$ cat config.mk
export PLATFORM = sky130hd
export DESIGN_NAME = muldiv_unit
export DESIGN_NICKNAME = d
export VERILOG_FILES = /design/src/rtl/muldiv_pkg.sv /design/src/rtl/muldiv_step.sv /design/src/rtl/muldiv_unit.sv
export SDC_FILE = /design/constraint.sdc
export NUM_CORES = 1
export LEC_CHECK = 0
export ABC_AREA = 0
export CORE_UTILIZATION = 30
export DETAILED_ROUTE_END_ITERATION = 8
export MAX_ROUTING_LAYER = met4
export PLACE_DENSITY = 0.53
export SKIP_LAST_GASP = 1
export SYNTH_ARGS = -nofsm -noshare
export SYNTH_HDL_FRONTEND = slang
export SYNTH_HIERARCHICAL = 1
export SYNTH_SLANG_ARGS = --single-unit
$ cat constraint.sdc
create_clock -name i_clk -period 5.5 [get_ports i_clk]
set_clock_uncertainty 0.1 [all_clocks]
set_input_delay 0.55 -clock i_clk [delete_from_list [all_inputs] [get_ports i_clk]]
set_output_delay 0.55 -clock i_clk [all_outputs]
set_load 0.005 [all_outputs]
$ cat src/rtl/muldiv_pkg.sv
//==== muldiv_pkg -- shared encodings and constants for the RV32M unit (rev 1.0) ====
`default_nettype none

package muldiv_pkg;

  localparam logic [2:0] OP_MUL    = 3'b000;
  localparam logic [2:0] OP_MULH   = 3'b001;
  localparam logic [2:0] OP_MULHSU = 3'b010;
  localparam logic [2:0] OP_MULHU  = 3'b011;
  localparam logic [2:0] OP_DIV    = 3'b100;
  localparam logic [2:0] OP_DIVU   = 3'b101;
  localparam logic [2:0] OP_REM    = 3'b110;
  localparam logic [2:0] OP_REMU   = 3'b111;

  typedef enum logic [1:0] {
    IDLE = 2'd0,
    CALC = 2'd1,
    DONE = 2'd2
  } state_e;

  localparam logic [31:0] DIV0_Q = 32'hFFFF_FFFF;
  localparam logic [31:0] OVF_Q  = 32'h8000_0000;

  // funct3[2] separates the divide family from the multiply family
  function automatic logic is_div_op(input logic [2:0] op);
    return op[2];
  endfunction

endpackage

`default_nettype wire

$ cat src/rtl/muldiv_step.sv
//==== muldiv_step -- one radix-2 iteration: shift-add multiply or restoring divide (rev 1.0) ====
`default_nettype none

module muldiv_step #(
  parameter int XLEN = 32
) (
  input  logic              mode_i,
  input  logic [2*XLEN-1:0] acc_i,
  input  logic [XLEN-1:0]   opnd_i,
  output logic [2*XLEN-1:0] acc_o,
  output logic              qbit_o
);

  logic [XLEN:0]   w_sum;
  logic [XLEN:0]   w_hi;
  logic [XLEN:0]   w_rsh;
  logic [XLEN:0]   w_diff;
  logic            w_nob;
  logic [XLEN-1:0] w_rem;

  // Multiply: high half accumulates, low half holds the multiplier being consumed
  assign w_sum = {1'b0, acc_i[2*XLEN-1:XLEN]} + {1'b0, opnd_i};
  assign w_hi  = acc_i[0] ? w_sum : {1'b0, acc_i[2*XLEN-1:XLEN]};

  // Divide: high half is the partial remainder, low half shifts the dividend out
  assign w_rsh  = acc_i[2*XLEN-1:XLEN-1];
  assign w_diff = w_rsh - {1'b0, opnd_i};
  assign w_nob  = ~w_diff[XLEN];
  assign w_rem  = w_nob ? w_diff[XLEN-1:0] : w_rsh[XLEN-1:0];

  always_comb begin
    acc_o  = {w_hi, acc_i[XLEN-1:1]};
    qbit_o = 1'b0;
    if (mode_i) begin
      acc_o  = {w_rem, acc_i[XLEN-2:0], 1'b0};
      qbit_o = w_nob;
    end
  end

endmodule

`default_nettype wire

$ cat src/rtl/muldiv_unit.sv
//==== muldiv_unit -- iterative RV32M multiply/divide with start/busy/done handshake (rev 1.0) ====
`default_nettype none

module muldiv_unit #(
  parameter int XLEN = 32,
  parameter int ITER = XLEN
) (
  input  logic            i_clk,
  input  logic            i_rst,
  input  logic            i_start,
  input  logic [2:0]      i_op,
  input  logic [XLEN-1:0] i_1,
  input  logic [XLEN-1:0] i_2,
  output logic            o_busy,
  output logic            o_done,
  output logic [XLEN-1:0] o_1
);

  import muldiv_pkg::*;

  localparam int            CW   = (ITER > 1) ? $clog2(ITER) : 1;
  localparam logic [CW-1:0] LAST = CW'(ITER - 1);

  state_e            state_q, state_d;
  logic [CW-1:0]     cnt_q, cnt_d;
  logic [2:0]        op_q, op_d;
  logic              neg_q, neg_d;
  logic [2*XLEN-1:0] acc_q, acc_d;
  logic [XLEN-1:0]   opnd_q, opnd_d;
  logic [XLEN-1:0]   res_q, res_d;

  logic              w_sgn1, w_sgn2, w_s1, w_s2;
  logic [XLEN-1:0]   w_abs1, w_abs2;
  logic              w_div0, w_ovf;
  logic [XLEN-1:0]   w_spec_res;
  logic [2*XLEN-1:0] w_step_acc, w_acc_nx, w_prod;
  logic              w_qbit;
  logic [XLEN-1:0]   w_dv, w_final;

  muldiv_step #(.XLEN(XLEN)) u_step (
    .mode_i (is_div_op(op_q)),
    .acc_i  (acc_q),
    .opnd_i (opnd_q),
    .acc_o  (w_step_acc),
    .qbit_o (w_qbit)
  );

  assign w_acc_nx = {w_step_acc[2*XLEN-1:1], w_step_acc[0] | w_qbit};

  // Operand conditioning at the accept edge
  assign w_sgn1 = (i_op == OP_MULH) || (i_op == OP_MULHSU) || (i_op == OP_DIV) || (i_op == OP_REM);
  assign w_sgn2 = (i_op == OP_MULH) || (i_op == OP_DIV) || (i_op == OP_REM);
  assign w_s1   = w_sgn1 & i_1[XLEN-1];
  assign w_s2   = w_sgn2 & i_2[XLEN-1];
  assign w_abs1 = w_s1 ? -i_1 : i_1;
  assign w_abs2 = w_s2 ? -i_2 : i_2;

  assign w_div0 = is_div_op(i_op) && (i_2 == '0);
  assign w_ovf  = ((i_op == OP_DIV) || (i_op == OP_REM)) &&
                  (i_1 == XLEN'(OVF_Q)) && (i_2 == {XLEN{1'b1}});

  // op[1] selects the remainder within the divide family
  always_comb begin
    w_spec_res = i_op[1] ? {XLEN{1'b0}} : XLEN'(OVF_Q);
    if (w_div0) w_spec_res = i_op[1] ? i_1 : XLEN'(DIV0_Q);
  end

  // Sign fix-up of the final iteration's result
  assign w_prod = neg_q ? -w_acc_nx : w_acc_nx;
  assign w_dv   = op_q[1] ? w_acc_nx[2*XLEN-1:XLEN] : w_acc_nx[XLEN-1:0];

  always_comb begin
    w_final = (op_q == OP_MUL) ? w_prod[XLEN-1:0] : w_prod[2*XLEN-1:XLEN];
    if (is_div_op(op_q)) w_final = neg_q ? -w_dv : w_dv;
  end

  always_comb begin
    state_d = state_q;
    cnt_d   = cnt_q;
    op_d    = op_q;
    neg_d   = neg_q;
    acc_d   = acc_q;
    opnd_d  = opnd_q;
    res_d   = res_q;
    case (state_q)
      CALC: begin
        acc_d = w_acc_nx;
        cnt_d = cnt_q + CW'(1);
        if (cnt_q == LAST) begin
          state_d = DONE;
          res_d   = w_final;
        end
      end
      default: begin
        state_d = IDLE;
        if (i_start) begin
          op_d  = i_op;
          cnt_d = '0;
          if (is_div_op(i_op)) begin
            neg_d  = i_op[1] ? w_s1 : (w_s1 ^ w_s2);
            acc_d  = {{XLEN{1'b0}}, w_abs1};
            opnd_d = w_abs2;
          end else begin
            neg_d  = w_s1 ^ w_s2;
            acc_d  = {{XLEN{1'b0}}, w_abs2};
            opnd_d = w_abs1;
          end
          if (w_div0 || w_ovf) begin
            state_d = DONE;
            res_d   = w_spec_res;
          end else begin
            state_d = CALC;
          end
        end
      end
    endcase
  end

  always_ff @(posedge i_clk) begin
    if (i_rst) begin
      state_q <= IDLE;
      cnt_q   <= '0;
      op_q    <= OP_MUL;
      neg_q   <= 1'b0;
      acc_q   <= '0;
      opnd_q  <= '0;
      res_q   <= '0;
    end else begin
      state_q <= state_d;
      cnt_q   <= cnt_d;
      op_q    <= op_d;
      neg_q   <= neg_d;
      acc_q   <= acc_d;
      opnd_q  <= opnd_d;
      res_q   <= res_d;
    end
  end

  assign o_busy = (state_q == CALC);
  assign o_done = (state_q == DONE);
  assign o_1    = res_q;

endmodule

`default_nettype wire
Word-level counts from Yosys, hierarchy flattened
Cells that the tools add are included.

Add/sub/neg operators: 7. Eq/ne operators: 10. Mux-type cells: 30. Bitwise gates (word level): 6. Reductions and logical operators: 16.

Operators by type and width (count): $mux 32 (16); $mux 64 (4); $neg 32->32 (3); $eq 32x32->1 const B (2); $neg 64->64 (1); $add 32x32->33 (1); $mux 33 (1); $sub 33x32->33 (1); $logic_not 32->1 (1); $mux 5 (2); $mux 2 (4); $logic_or 1x1->1 (7); $eq 3x3->1 const B (2); $add 5x1->5 const B (1); $eq 5x5->1 const B (1); $reduce_bool 2->1 (2); $eq 3x1->1 const B (1); $eq 3x2->1 const B (1); $logic_and 1x1->1 (3); $logic_not 3->1 (1); $mux 1 (3); $reduce_and 3->1 (1); $and 1x1->1 (2); $eq 2x1->1 const B (1); other kinds (6) (7).

Register bits: 139. Output and inout port bits: 34. Logic and storage cells: 76.

Longest topological paths before layout
Gate-level depths: netlist (run 1).

Word-level depth: 10. Gate-level depth with buffers: 25. Gate-level depth less buffers: 22.

Modules after synthesis
The synthesis (run 1) kept the hierarchy.

Modules (own cells, without submodules): muldiv_unit (instances 1, cells an instance 1615, area an instance 11433.5 sq um); muldiv_step (instances 1, cells an instance 712, area an instance 4822.1 sq um).

Worst setup path after synthesis (run 1)
No wires, ideal clock.

Kind: register -> register. From: reg opnd_q[25]. To: reg res_q[27], in the netlist o_1[27]. Library setup time: 0.091 ns. Arrival: 5.026 ns. Data required time: 5.309 ns. Setup slack: 0.283 ns. Stages on the path, launching flop included: 21. Buffers on the path: 4. Period minus slack after synthesis: 5.217 ns. Path through: dfxtp_1 inv_1 ha_1 buf_2 a21o_1 a21o_1 a221oi_1 mux2_2 or4_4 buf_6 clkbuf_1 nand2_1 a31oi_1 buf_2 or4b_2 a222oi_1 nand4_1 mux2i_1 o31ai_1 o211ai_1 a311oi_1.

RTL lines: start: declaration (line muldiv_unit.sv:29) `logic [XLEN-1:0] opnd_q, opnd_d;`; start signal: assignment (line muldiv_unit.sv:134) `opnd_q <= opnd_d;`; $sub 33x32->33 (*) (line muldiv_step.sv:27) `assign w_diff = w_rsh - {1'b0, opnd_i};`; $mux 32 (*) (line muldiv_step.sv:29) `assign w_rem = w_nob ? w_diff[XLEN-1:0] : w_rsh[XLEN-1:0];`; $mux 64 (*) (line muldiv_step.sv:34) `if (mode_i) begin`; named net w_step_acc[40] (line muldiv_unit.sv:36) `logic [2*XLEN-1:0] w_step_acc, w_acc_nx, w_prod;`; $neg 64->64 / $mux 32 (equally long branches) (line muldiv_unit.sv:69, muldiv_unit.sv:70); $mux 64 / $neg 32->32 (equally long branches) (line muldiv_unit.sv:69, muldiv_unit.sv:74); $mux 32 (on tied branches) (line muldiv_unit.sv:73, muldiv_unit.sv:74); $mux 32 (*) (line muldiv_unit.sv:74) `if (is_div_op(op_q)) w_final = neg_q ? -w_dv : w_dv;`; $mux 32 (*) (line muldiv_unit.sv:89) `if (cnt_q == LAST) begin`; $mux 32 (*) (line muldiv_unit.sv:85) `case (state_q)`; end signal: assignment (line muldiv_unit.sv:135) `res_q <= res_d;`; end: declaration (line muldiv_unit.sv:30) `logic [XLEN-1:0] res_q, res_d;`.

Mark *: on every way through the listed nets, which the timed path passes. The rest lies on a longest branch. The select of a mux whose other input is x is not followed. A chain may end at the register's enable or synchronous reset.

Worst setup path in the final report (run 1)
From: reg acc_q[31]. To: reg res_q[10], in the netlist o_1[10].

RTL lines: start: declaration (line muldiv_unit.sv:28) `logic [2*XLEN-1:0] acc_q, acc_d;`; start signal: assignment (line muldiv_unit.sv:125) `acc_q <= '0;`; start signal: assignment (line muldiv_unit.sv:133) `acc_q <= acc_d;`; $sub 33x32->33 (*) (line muldiv_step.sv:27); $mux 32 (*) (line muldiv_step.sv:29); $mux 64 (*) (line muldiv_step.sv:34); named net w_step_acc[34] (line muldiv_unit.sv:36); $neg 64->64 / $mux 32 (equally long branches) (line muldiv_unit.sv:69, muldiv_unit.sv:70); $mux 64 / $neg 32->32 (equally long branches) (line muldiv_unit.sv:69, muldiv_unit.sv:74); $mux 32 (on tied branches) (line muldiv_unit.sv:73, muldiv_unit.sv:74); $mux 32 (*) (line muldiv_unit.sv:74); $mux 32 (*) (line muldiv_unit.sv:89); $mux 32 (*) (line muldiv_unit.sv:85).

Marked as above.

==> metrics, run 1 <==
power density cells=235 nW/um2; Reg2Reg Launch Point=acc_q[31]; clk buf depth=2; Worst Path Arrival=between 5000 and 6000 ps; Num CTS Buffers=17; Fmax=187 MHz; Crit Path Class=reg2reg; sw frac=44.4%; Synth Area in Compound Gates=30.1%; status=completed; # hold bufs at CTS=0; CTS Sinks=between 100 and 150; post-synthesis adder-cell area fraction=5.71%; largest family of logic cells by synthesized area=compound AO/OA/AOI/OAI gates; detailed-route via count=19000; sequential fraction of the synthesis area=17.1%; drt first pass iters=6; total net switching power=0.00205 W; Vert. Die Dim=between 200 and 250 um; CP required=between 5000 and 6000 ps; Die W=~230 um; routability cong.=roughly 1.1; crit end category=register; Clock Pin Slew Worst Setup and Hold Paths=70 ps; hold wc startpoint=o_1[18]; relative slew slack=between 20% and 30%; TritonCTS clock tree=yes; FF+latch count, synth=139; VDD IR max=0.000178 V; Worst Max-Slew Pin Slew=1080 ps; Clock Tree Root=clkbuf_16; worst r2r dst=o_1[10]; initial antenna violation count=3; CP Launch Type=register; gr ovfl total=0; fraction of registers with async set/reset=0%; peak fanout along the critical path=7; Slew Limit Fails=0; layout cell share with drive strength beyond 1=13.9%; Max-Cap Viols=0; Hold WC Path Type=reg2reg; # nets final=2589; Gate power share=49.0%; Initial DRC Count=2073; Simple-Gate Fraction of Synth Area=approximately 25%; clk_lat worst skew=about 500 ps; WHS Endpoint=o_1[18]; # DRC=0; crit path time final=5350 ps; site row count=84; vias in the first global route=between 15000 and 20000; first-pass GRT wire length=between 100 and 150 mm; Int Pwr=approximately 0.0026 W; final worst path period share=between 90% and 100%; clock power share=26.5%; Post-synth EDFFs=0; Synth cell types=a little over 90; Starting Density=around 31%; Post-DP HPWL=61.0 mm; # port buffers=103; r2r setup slk=150 ps; sequential share of power=24.5%; final setup vio count=0; Routed wire per std cell=25.1 um; Synth Area in XOR/XNOR=roughly a tenth; IO Pins=104; worst slack at placement=-176 ps; Final Hold Vio Count=0; H-Tree Depth=4; Static Leakage=7.65 nW; final setup margin=151 ps; Syn. warnings=6; DR vias/cell=6.05; die area=around 55000 um2; Synth Cell Area=16300 um2; syn avg cell area=6.99 um2; DRT antenna net count=0; Synth Net Count=between 2000 and 2500; Main synth FF type=dfxtp_1; post-synthesis mux area share=6.42%; post-synthesis cell count=about 2300; RSZ-0062 raised after global routing=yes; Reg2Reg Depth=21; setup_tns=0 ps; core area=roughly 53000 um2; Post-Route WL=just under 80 mm; Area growth, synth to finish=20.8%; worst hold path cell count=2; overall routing resource usage=28.9%; largest net degree at the start of global routing=74
## cell families (layout without fill, tap and decap cells)
family | Yosys count | in the layout
fa+ha+maj | 73 | 73
mux | 99 | 99
xor+xnor | 173 | 173
flops | 139 | 139
compound gates | 757 | 757
simple gates | 830 | 830
other cells | 0 | 3
buf+inv | 256 | 388
## Yosys cell counts (all sizes together) (32+ instances only)
cell type	number	area [um2]
a211oi	76	581
a21o	43	323
a21oi	224	1120
a31oi	44	290
and3	42	268
buf	50	249
clkbuf	131	493
dfxtp	139	2780
ha	71	888
inv	72	270
mux2	42	473
mux2i	57	571
nand2	227	852
nand3	41	215
nor2	263	990
nor3	56	295
nor4	32	251
o211ai	44	335
o21ai	148	744
o31ai	35	273
xnor2	95	832
xor2	78	683
## sequential cells by signal (all words and copies together) (netlist names)
register / flops
acc_q: 64
o_1: 32
opnd_q: 32
cnt_q: 5
op_q: 3
state_q: 2
neg_q: 1
## critical path: stages, from the launching register on
cell	delay, ps
dfxtp_1	330
inv_1	60
ha_1	210
fa_1	380
nand2b_1	180
a21o_1	210
a31oi_4	210
o211ai_2	130
and3_4	180
or4_4	470
buf_4	190
nand3_1	80
a31oi_1	140
or2_2	350
nor4_2	260
buf_4	170
nand4b_1	240
nor2_1	270
a21o_1	160
xnor2_1	140
o21ai_0	520
a311oi_1	180
## metrics by stage
| stage | hold slack, ps | std cells | total power (W) | util (%) | cell area [um2] |
|---|---|---|---|---|---|
| after floorplan | 348 | 2327 | 0.00246 | - | 16300 |
| after global placement | 343 | 3111 | 0.00329 | 35.3 | 18800 |
| after global routing | 391 | 3149 | 0.00483 | 37.0 | 19600 |
| after CTS | 354 | 3144 | 0.00455 | 36.5 | 19400 |
| after detailed placement | 361 | 3111 | 0.00329 | 35.3 | 18800 |
| final | 367 | 3150 | 0.00462 | 37.0 | 19600 |
## what timing repair did
action,CTS,global route
setup buffers,1,3
endpoints found under the setup margin,6,28
cloned,0,0
resized for setup,6,52
pin swaps,1,14
## power groups by stage
| stage | sequential, W | combinational (W) | clock (W) |
|---|---|---|---|
| finish | 0.00113 | 0.00226 | 0.00123 |
| global route | 0.00114 | 0.00241 | 0.00128 |
| CTS | 0.00113 | 0.00216 | 0.00126 |
| floorplan | 0.00112 | 0.00134 | 0 |
| detailed placement | 0.00115 | 0.00214 | 0 |
| global placement | 0.00115 | 0.00214 | 0 |
## layer usage
| layer | GRT usage, % | share of wire [%] |
|---|---|---|
| met1 | 36.7 | 43 |
| met3 | 6.07 | 8.2 |
| met2 | 43.3 | 43 |
| met4 | 13.9 | 4.9 |
| met5 | - | 0 |
## placed cells by master, fill, tap and decap left out, types with 18 or more instances in the layout
cell type / instances
nor2_1: 260
nand2_1: 227
a21oi_1: 218
buf_4: 176
dfxtp_1: 134
o21ai_0: 131
clkdlybuf4s50_1: 101
xnor2_1: 95
xor2_1: 78
inv_1: 72
a211oi_1: 71
ha_1: 70
mux2i_1: 55
nor3_1: 49
a31oi_1: 43
o211ai_1: 43
a21o_1: 43
and3_1: 41
mux2_2: 41
nand3_1: 38
o31ai_1: 31
nand4_1: 27
nor2b_1: 26
nor4_1: 24
or3_1: 23
or4_1: 22
o21a_1: 18
## worst max-delay path by stage
stage	startpoint	to	slack (ps)	cells after the start
final	acc_q[31]	o_1[10]	150	21
after global routing	acc_q[31]	o_1[25]	-40	22
after CTS	opnd_q[28]	o_1[27]	-50	20
after detailed placement	opnd_q[28]	o_1[27]	-180	19
after global placement	opnd_q[28]	o_1[27]	-220	19
after floorplan	opnd_q[25]	o_1[27]	280	20
## area by class of cell
cell class / instances / area, um2
Antenna cell: 3 / 7.51
Clock buffer: 19 / 443
Clock inverter: 13 / 143
Fill cell: 5652 / 33400
Inverter: 75 / 282
Multi-Input combinational cell: 1932 / 12700
Sequential cell: 139 / 2790
Tap cell: 688 / 861
Timing Repair Buffer: 281 / 2390
Power figures use the tool's default switching activity.
==> run 2: changes to the inputs <==
--- a/config.mk
+++ b/config.mk
@@ -9,9 +9,8 @@
 export CORE_UTILIZATION = 30
 export DETAILED_ROUTE_END_ITERATION = 8
 export MAX_ROUTING_LAYER = met4
-export PLACE_DENSITY = 0.53
+export PLACE_DENSITY = 0.52
 export SKIP_LAST_GASP = 1
 export SYNTH_ARGS = -nofsm -noshare
 export SYNTH_HDL_FRONTEND = slang
-export SYNTH_HIERARCHICAL = 1
 export SYNTH_SLANG_ARGS = --single-unit
==> metrics, run 2 <==
Hold WC Path Type=reg2reg; CP Launch Type=register; H-Tree Depth=4 (unchanged); first-pass GRT wire length=139 mm (+18%); dpl cells=3526 (+13%); clk buf depth=2 (unchanged); crit end category=register; setup_tns=0 ps (unchanged); VDD IR max=0.000290 V (+62%); core area=59000 um2 (+11%); CTS Sinks=139 (unchanged); overall routing resource usage=32.0% (+3.2 points); IO Pins=104 (unchanged); Clock Tree Root=clkbuf_16; site row count=89 (+6.0%); Worst Path Arrival=5600 ps (about the same); # DRC=0 (unchanged); most common cell after layout, fill and taps aside=nand2_1; Routed wire per std cell=26.8 um (+7.0%); Synth cell types=105 (+13%); Post-DP HPWL=75.9 mm (+24%); Clock Pin Slew Worst Setup and Hold Paths=70 ps (about the same); Crit Path Class=reg2reg; vias in the first global route=20100 (+12%); peak fanout along the critical path=19 (+12); Initial DRC Count=2578 (+24%); Num CTS Buffers=17 (unchanged); detailed-route via count=22000 (+16%); routability cong.=1.00 (-5.9%); Slew Limit Fails=0 (unchanged); clk_lat worst skew=520 ps (about the same); Synth Net Count=2773 (+12%); post-synthesis cell count=2630 (+13%); top-count cell post-synth=nor2_1; relative slew slack=31.0% (+3.4 points); TritonCTS clock tree=yes; Most flops, register=acc_q; critical-path cell list=inv_1 -> ha_1 -> inv_1 -> fa_2 -> a211oi_4 -> nor3_4 -> o21a_1 -> o21ai_2 -> nand3_2 -> buf_6 -> nand2_4 -> a21oi_1 -> a31oi_1 -> nor2_1 -> nor2_1 -> ha_1 -> o21ai_0 -> a41oi_4 -> nand4_1 -> or4_4 -> nor4b_2 -> mux2i_1 -> a211o_1 -> a211oi_2; fraction of registers with async set/reset=0% (unchanged); top post-synthesis cells by area=dfxtp_1 16%, a21oi_1 6.8%, nor2_1 6.1%, nand2_1 6.0%, ha_1 5.0%; most frequent cells after synthesis=290 x nor2_1, 288 x nand2_1, 242 x a21oi_1; die area=60600 um2 (+10%); Area growth, synth to finish=20.1%; initial antenna violation count=5 (+2); sequential fraction of the synthesis area=15.5% (-1.6 points); Die W=246 um (+4.9%); Starting Density=30.3% (-0.30 points); crit path time final=5270 ps (-82.8 ps); Final Hold Vio Count=0 (unchanged); final worst path period share=95.7% (-1.5 points); # hold bufs at CTS=0 (unchanged); Worst Max-Slew Pin Slew=1030 ps (-48.7 ps); share of the synthesized area in the top cell type=15.5% (-1.6 points); FF+latch count, synth=139 (unchanged); syn avg cell area=6.81 um2 (-2.6%); power density cells=235 nW/um2 (-0.40%); # fillers=6410 (+13%); Synth Cell Area=17900 um2 (+10%); Syn. warnings=0 (-6); number of flip-flops in the largest register=64 (unchanged); CP required=5830 ps (+80 ps); DR vias/cell=6.17 (+2.1%); status=completed; Post-Route WL=95.7 mm (+21%); Post-synth EDFFs=0 (unchanged); layout cell share with drive strength beyond 1=13.4% (-0.54 points); final setup vio count=0 (unchanged); # port buffers=103 (unchanged); r2r setup slk=230 ps (+80 ps); Synth area leader=dfxtp_1; max incr delay on CP=550 ps (+30 ps); Max-Cap Viols=0 (unchanged); Static Leakage=8.07 nW (+5.4%); most frequent cells in the layout=288 x nand2_1, 286 x nor2_1, 242 x a21oi_1; DRT antenna net count=0 (unchanged); Main synth FF type=dfxtp_1; fin cells=3570 (+13%); largest net degree at the start of global routing=88 (+19%); Vert. Die Dim=246 um (+4.9%); drt first pass iters=6 (unchanged); RSZ-0062 raised after global routing=no; # nets final=2920 (+13%); Worst path slowest cell=or4_4; Fmax=190 MHz (+1.6%); gr ovfl total=0 (unchanged)
-- run 2: changes by cell type in the layout (fill, tap and decap cells not counted), sizes merged, moves of 18 or more --
| cell | previous run | this run |
|---|---|---|
| buf | 180 | 222 |
| nand3 | 41 | 62 |
| nor3 | 56 | 92 |
| nor2 | 263 | 290 |
| o21ai | 148 | 190 |
| nand2 | 227 | 291 |
| a21oi | 224 | 249 |
| or3 | 24 | 42 |
| a211oi | 76 | 106 |
| xor2 | 78 | 59 |
-- run 2: cells by family after synthesis --
kind of cell | synth area share (%)
AOI/OAI and AO/OA | 34.3
and+or+nand+nor | 26.4
buffers and inverters | 6.30
adders and majority gates | 5.19
xor gates and xnor gates | 7.09
muxes | 5.21
DFF | 15.5
-- run 2: path summary, 6_finish.rpt --
check	from	end	cells after the start
min	cnt_q[4]	cnt_q[4]	2
min reg2reg	cnt_q[4]	cnt_q[4]	2
max	acc_q[31]	o_1[28]	24
max reg2reg	acc_q[31]	o_1[28]	24
-- run 2: through the flow --
stage | instance area (um2) | util, % | hold slack (ps) | power (W) | setup WS [ps]
after floorplan | 17900 | - | 349 | 0.00261 | 176
after global routing | 21500 | 36.4 | 394 | 0.00524 | 4.15
after CTS | 21300 | 36.1 | 382 | 0.00497 | 29.4
after global placement | 20700 | 35.1 | 363 | 0.00365 | 87.8
final | 21500 | 36.4 | 380 | 0.00504 | 234
after detailed placement | 20700 | 35.1 | 371 | 0.00366 | 58.6
-- run 2: area by class of cell --
type                       instances  area [um2]  share of cell area (%)
sequential                       139        2790                    13.0
multi-input combinational       2217       14100                    65.7
tap                              773         967                    4.50
antenna                            7        17.5                  0.0815
clock buffer                      17         425                    1.98
clock inverter                    15         185                   0.861
timing repair buffer             323        2700                    12.5
inverter                          79         297                    1.38
-- run 2: layer usage --
layer  vias up  wire length (um)  track usage (%)  share of wire (%)
li1      10100                 -                -                  -
met1     10700             41200             42.2                 43
met2      1040             41200             46.8                 43
met3       190              8240             5.53                8.6
met4         0              5150             16.0                5.4
met5         -                 0                -                  0
-- run 2: power breakdown --
| part | total, W | internal (W) | switching, W |
|---|---|---|---|
| clock | 0.00130 | 0.000718 | 0.000581 |
| combinational | 0.00259 | 0.000907 | 0.00168 |
| sequential | 0.00116 | 0.00106 | 0.0000957 |
| total | 0.00504 | 0.00269 | 0.00236 |
-- run 2: what timing repair did --
item | in CTS | in global routing
resized for setup | 0 | 29
setup buffers | 0 | 5
endpoints found under the setup margin | 0 | 22
-- run 2: critical path: cells and delay by family, from the launching register on --
kind | cells | cell delay [ps]
and+or+nand+nor | 8 | 1650
adders and majority gates | 3 | 720
DFF | 1 | 310
AOI/OAI and AO/OA | 9 | 1890
buffers and inverters | 3 | 360
muxes | 1 | 130
